<file path="src/rtl/mux_scan_reg.sv">
// -----------------------------------------------------------------------------
// mux_scan_reg
//
// Registered W-bit, N-channel selector with a valid/ready output slot.
// Two ways to fill the slot:
//   * manual mode (SCAN=0): LOAD captures channel S on the next rising edge.
//   * scan mode   (SCAN=1): an internal pointer walks channels 0..N-1, one
//     capture every DIV cycles, pausing while the output slot is occupied.
//
// Parameters
//   W     data width of each channel and of Y
//   N     number of input channels (N >= 2)
//   SELW  select width, derived from N (leave at default)
//   DIV   scan-mode cycles between captures (DIV >= 1)
//
// Ports
//   CLK      in   clock, rising edge
//   RST_N    in   asynchronous active-low reset
//   I        in   N*W packed channels, channel k at I[k*W +: W]
//   S        in   manual select index
//   LOAD     in   manual capture request (ignored while SCAN=1)
//   SCAN     in   1 = auto-scan, 0 = manual
//   READY    in   downstream accepts Y while VALID=1
//   Y        out  captured channel data
//   SEL_OUT  out  index of the channel held in Y
//   VALID    out  Y holds an unconsumed sample
//   WRAP     out  one-cycle pulse alongside a scan capture of channel N-1
//   ERR      out  one-cycle pulse after a rejected LOAD
//   PAR      out  even parity of Y
//
// Optional feature
//   MUX_SCAN_PARITY_EN  defined: PAR is registered with every capture as the
//                       XOR reduction of the captured data.
//                       undefined: PAR is tied to 0, no parity logic exists.
// -----------------------------------------------------------------------------
module mux_scan_reg #(
  parameter int W    = 8,
  parameter int N    = 8,
  parameter int SELW = $clog2(N),
  parameter int DIV  = 4
) (
  input  logic              CLK,
  input  logic              RST_N,
  input  logic [N*W-1:0]    I,
  input  logic [SELW-1:0]   S,
  input  logic              LOAD,
  input  logic              SCAN,
  input  logic              READY,
  output logic [W-1:0]      Y,
  output logic [SELW-1:0]   SEL_OUT,
  output logic              VALID,
  output logic              WRAP,
  output logic              ERR,
  output logic              PAR
);

  // Divider counter width; DIV=1 still needs a one-bit counter that stays 0.
  localparam int                CNTW    = (DIV > 1) ? $clog2(DIV) : 1;
  localparam logic [CNTW-1:0]   CNT_MAX = CNTW'(DIV - 1);
  localparam logic [SELW-1:0]   PTR_MAX = SELW'(N - 1);
  // N in one extra bit so S can be range-checked even when N is a power of 2.
  localparam logic [SELW:0]     N_EXT   = (SELW + 1)'(N);

  // ---------------------------------------------------------------------------
  // Channel view of the packed input bus
  // ---------------------------------------------------------------------------
  logic [W-1:0] chan [N];

  for (genvar k = 0; k < N; k++) begin : g_chan
    assign chan[k] = I[k*W +: W];
  end

  // ---------------------------------------------------------------------------
  // State
  // ---------------------------------------------------------------------------
  logic [W-1:0]    y_q,     y_d;
  logic [SELW-1:0] sel_q,   sel_d;
  logic            valid_q, valid_d;
  logic            wrap_q,  wrap_d;
  logic            err_q,   err_d;
  logic [SELW-1:0] ptr_q,   ptr_d;
  logic [CNTW-1:0] cnt_q,   cnt_d;

  // ---------------------------------------------------------------------------
  // Capture decision
  // ---------------------------------------------------------------------------
  logic            free;      // output slot can take a capture this cycle
  logic            s_ok;      // manual select addresses an existing channel
  logic            cap_en;    // a capture happens on the coming edge
  logic [SELW-1:0] cap_idx;   // channel being captured
  logic [W-1:0]    cap_data;

  assign free = !valid_q || READY;
  assign s_ok = ({1'b0, S} < N_EXT);

  // NOTE: every signal driven here gets a default first, so no path can leave
  // it unassigned and infer a latch.
  always_comb begin
    cap_en  = 1'b0;
    cap_idx = ptr_q;
    cnt_d   = cnt_q;
    err_d   = 1'b0;
    wrap_d  = 1'b0;

    if (SCAN) begin
      // Count up to DIV-1, then sit there until the slot frees up; the
      // capture then fires in the very cycle READY returns.
      if (cnt_q == CNT_MAX) begin
        if (free) begin
          cap_en  = 1'b1;
          cap_idx = ptr_q;
          cnt_d   = '0;
          wrap_d  = (ptr_q == PTR_MAX);
        end
      end else begin
        cnt_d = cnt_q + 1'b1;
      end
    end else begin
      // Manual mode keeps the divider cleared so a later switch to scan
      // always waits a full DIV period before its first capture.
      cnt_d = '0;
      if (LOAD) begin
        if (s_ok && free) begin
          cap_en  = 1'b1;
          cap_idx = S;
        end else begin
          err_d = 1'b1;
        end
      end
    end
  end

  // Only reached with cap_idx < N: ptr_q never leaves 0..N-1 and S is
  // range-checked before it becomes the capture index.
  assign cap_data = chan[cap_idx];

  // ---------------------------------------------------------------------------
  // Output slot and scan pointer next state
  // ---------------------------------------------------------------------------
  always_comb begin
    y_d     = y_q;
    sel_d   = sel_q;
    ptr_d   = ptr_q;
    // A consumed sample empties the slot unless a capture refills it below.
    valid_d = valid_q && !READY;

    if (cap_en) begin
      y_d     = cap_data;
      sel_d   = cap_idx;
      valid_d = 1'b1;
      ptr_d   = (cap_idx == PTR_MAX) ? '0 : cap_idx + 1'b1;
    end
  end

  // NOTE: sequential state uses non-blocking assignments so every flop samples
  // the pre-edge values of its neighbours, independent of statement order.
  always_ff @(posedge CLK or negedge RST_N) begin
    if (!RST_N) begin
      y_q     <= '0;
      sel_q   <= '0;
      valid_q <= 1'b0;
      wrap_q  <= 1'b0;
      err_q   <= 1'b0;
      ptr_q   <= '0;
      cnt_q   <= '0;
    end else begin
      y_q     <= y_d;
      sel_q   <= sel_d;
      valid_q <= valid_d;
      wrap_q  <= wrap_d;
      err_q   <= err_d;
      ptr_q   <= ptr_d;
      cnt_q   <= cnt_d;
    end
  end

  assign Y       = y_q;
  assign SEL_OUT = sel_q;
  assign VALID   = valid_q;
  assign WRAP    = wrap_q;
  assign ERR     = err_q;

  // ---------------------------------------------------------------------------
  // Optional parity of the held sample
  // ---------------------------------------------------------------------------
`ifdef MUX_SCAN_PARITY_EN
  logic par_q, par_d;

  // Registered alongside Y so PAR always describes the sample it travels with.
  always_comb begin
    par_d = par_q;
    if (cap_en) begin
      par_d = ^cap_data;
    end
  end

  always_ff @(posedge CLK or negedge RST_N) begin
    if (!RST_N) begin
      par_q <= 1'b0;
    end else begin
      par_q <= par_d;
    end
  end

  assign PAR = par_q;
`else
  assign PAR = 1'b0;
`endif

endmodule

</file>
<file path="config.mk">
export PLATFORM = sky130hd
export DESIGN_NAME = mux_scan_reg
export DESIGN_NICKNAME = d
export VERILOG_FILES = /design/src/rtl/mux_scan_reg.sv
export SDC_FILE = /design/constraint.sdc
export NUM_CORES = 1
export LEC_CHECK = 0
export ABC_AREA = 1
export CAP_MARGIN = 20
export CELL_PAD_IN_SITES_DETAIL_PLACEMENT = 2
export CELL_PAD_IN_SITES_GLOBAL_PLACEMENT = 2
export CORE_MARGIN = 5
export CORE_UTILIZATION = 20
export CTS_CLUSTER_SIZE = 10
export DETAILED_ROUTE_END_ITERATION = 12
export PLACE_DENSITY_LB_ADDON = 0.1
export SLEW_MARGIN = 20
export SYNTH_ARGS = -nofsm -noshare
export SYNTH_HDL_FRONTEND = slang
export SYNTH_SLANG_ARGS = --single-unit
</file>
<file path="constraint.sdc">
create_clock -name CLK -period 4.6 [get_ports CLK]
set_clock_uncertainty 0.1 [all_clocks]
set_input_delay 0.92 -clock CLK [delete_from_list [all_inputs] [get_ports CLK]]
set_output_delay 0.92 -clock CLK [all_outputs]
set_load 0.02 [all_outputs]
</file>
==> impl_metrics.yaml <==
status:
  status: "finished, final reports clean"
global_route:
  grt_first_pass_wirelength_um: 11100
  grt_overflow: 0
  grt_usage_pct: 13.7
  antenna_found_initial: 0
  grt_pass1_vias: 2308
  grt_max_degree: 27
synthesis:
  ys_seq_area_share_pct: 28.7
  synth_cell_types: 28
  synth_nets: 352
  synthTopCellsByArea: "dfrtp_1 29%, nand2_1 26%, nand3_1 18%"
  synth_top_area_cell: "dfrtp_1"
  avgSynthCellArea_um2: 5.96
  synth_top_area_share_pct: 28.7
  yosys_warnings: 0
  ys_top_cells_by_count: "114 x nand2_1, 59 x nand3_1, 41 x inv_1"
  synth-async-reset-ratio_pct: 100
  synth_edf_count: 0
  ys.flop_type: "dfrtp_1"
  netlist_instances: 278
  synth.most_common_cell: "nand2_1"
  ys_seq_elements: 19
  synth_area_um2: 1660
detailed_routing:
  vias: 2024
  vias_per_cell: 4.38
  wl_per_cell_um: 14.5
  drt_iter0_drc: 41
  detail-route-antenna-nets: 0
  dr.pass1.iters: 4
  wl_um: 6710
  drc: 0
setup_path:
  cpMostUsedCell: "nand2_4"
  path_cells: "clkdlybuf4s50_1 -> nor2_4 -> nand2_4 -> nand2_4 -> nand2_2 -> nand2_1 -> inv_1 -> ha_1 -> or2_2 -> o22ai_1"
  crit_slowest_cell: "clkdlybuf4s50_1"
  cp.arrival_ns: 3.27
  cp_top_family: "simple AND/OR/NAND/NOR gates"
  cp.required_ns: 4.68
  path_buf_inv: 2
  worstSetupPathType: "in2reg"
  worstSetupStartpointType: "primary input"
  endpoint_kind: "register"
  crit_fanout: 26
  slowest_delay_ns: 0.50
clock_network:
  cts_setup_buffers: 0
  cts_tree: "done"
  cts_resized: 0
  h-tree-depth: 1
  cts.sinks: 19
  hold_buffers: 0
  numCtsBuffers: 3
  clk_latency_ns: 0.27
  path_clk_slew_ns: 0.09
  cts.path.max_buffers: 2
  root_buffer: "clkbuf_8"
sta:
  hold_violations: 0
  worst_hold_slack_ns: 0.395
  drv_slew: 0
  tightest_slew_ns: 0.932
  slew_headroom_pct: 37.7
  setup_violations: 0
  period_share_pct: 69.4
  finalSetupTns_ns: 0
  grt_setup_unrepaired: "false"
  max_freq_ghz: 0.313
  layout_min_cycle_time_ns: 3.19
floorplanning:
  die_area_um2: 10200
  io_pins: 87
  core_area_um2: 8130
  fp.dieH_um: 101
  start_util_pct: 20.4
  die_x_um: 101
  row_count: 33
cells_and_area:
  diodes: 0
  drive_gt1_share_pct: 5.88
  nFillCells: 997
  final_nets: 432
  syn2layout_area_growth_pct: 58.3
  final_util_pct: 32.3
placement:
  port_buffers: 85
  gp_congestion: 0.740
  hpwl_um: 5360
pwr:
  vdd_drop_max_mv: 0.138
  powerDensity_nw_per_um2: 381
  fin_total_pwr_mw: 1.00
  leakage_nw: 1.36
hold_path:
  hp-class: "reg2reg"
run:
  drv_cap: 0
-- cell type report --
class / count / area, um^2 / share of cell area (%)
inverters: 44 / 168 / 6.39
clock buffers: 3 / 41.3 / 1.57
well taps: 105 / 131 / 5.00
multi-input cells: 204 / 946 / 36.0
clock inverters: 1 / 5.00 / 0.191
flip-flops and latches: 19 / 475 / 18.1
repair buffers: 86 / 858 / 32.7
-- cell usage in the layout (no fill, tap or decap) --
master	instances
a21oi_2	1
o22ai_2	1
or2_2	1
ha_1	2
clkbuf_8	3
nor3_1	1
dfrtp_1	19
o21ai_2	1
clkdlybuf4s50_1	85
and2_1	1
nand2_1	114
nand3_2	1
inv_1	41
conb_1	1
o21ai_4	1
nand3_1	59
nor2_1	7
inv_4	1
inv_2	2
nand2_2	4
o22ai_1	1
buf_4	1
nor2_4	1
o21ai_0	4
nand2_4	2
a22o_1	1
clkinv_2	1
-- routing by layer --
| layer | GRT usage, % | routed length [um] |
|---|---|---|
| met1 | 16.0 | 2740 |
| met2 | 26.7 | 3630 |
| met3 | 1.31 | 288 |
| met4 | 2.45 | 51 |
| met5 | 0 | 0 |
-- state kept, by name, indices dropped and copies added (netlist names) --
signal,cells
WRAP,1
SEL_OUT,3
cnt_q,2
VALID,1
ptr_q,3
ERR,1
Y,8
-- power by group --
group          switching (mW)  internal (mW)  leakage [nW]  total (mW)
registers              0.0387          0.224         0.239       0.263
clock network          0.0660         0.0605        0.0255       0.126
logic                   0.357          0.254          1.09       0.611
total                   0.462          0.538          1.36        1.00
-- path summary, 6_finish.rpt --
path	start	cells past startpoint	end	slack [ns]
setup / recovery	SCAN	10	ptr_q[0]	1.41
hold / removal	SEL_OUT[0]	2	SEL_OUT[0]	0.40
setup reg to reg	VALID	9	ptr_q[0]	2.24
hold reg to reg	SEL_OUT[0]	2	SEL_OUT[0]	0.40
max in group asynchronous	RST_N	1	Y[5]	2.76
min in group asynchronous	RST_N	1	Y[4]	1.07
-- through the flow --
stage / setup WS, ns / instances / area (um^2)
CTS: 1.35 / 462 / 2630
global route: 1.18 / 462 / 2630
floorplan: 2.06 / 278 / 1660
finish: 1.41 / 462 / 2630
global placement: 1.20 / 458 / 2580
detailed placement: 1.09 / 458 / 2580
-- cell families (layout without fill, tap and decap cells) --
group	count (synthesis)	after routing	synth area share, %
other	1	1	0.226
buffers and inverters	55	134	14.3
flip-flops	19	19	28.7
adder cells (fa/ha/maj)	2	2	1.51
AO/OA/AOI/OAI	10	10	4.91
AND/OR/NAND/NOR	191	191	50.4
-- tightest hold or removal path, stage by stage, from the launching register on --
cell     delay [ns]
dfrtp_1        0.36
nand2_1        0.05
o21ai_0        0.06
Power figures use the tool's default switching activity.
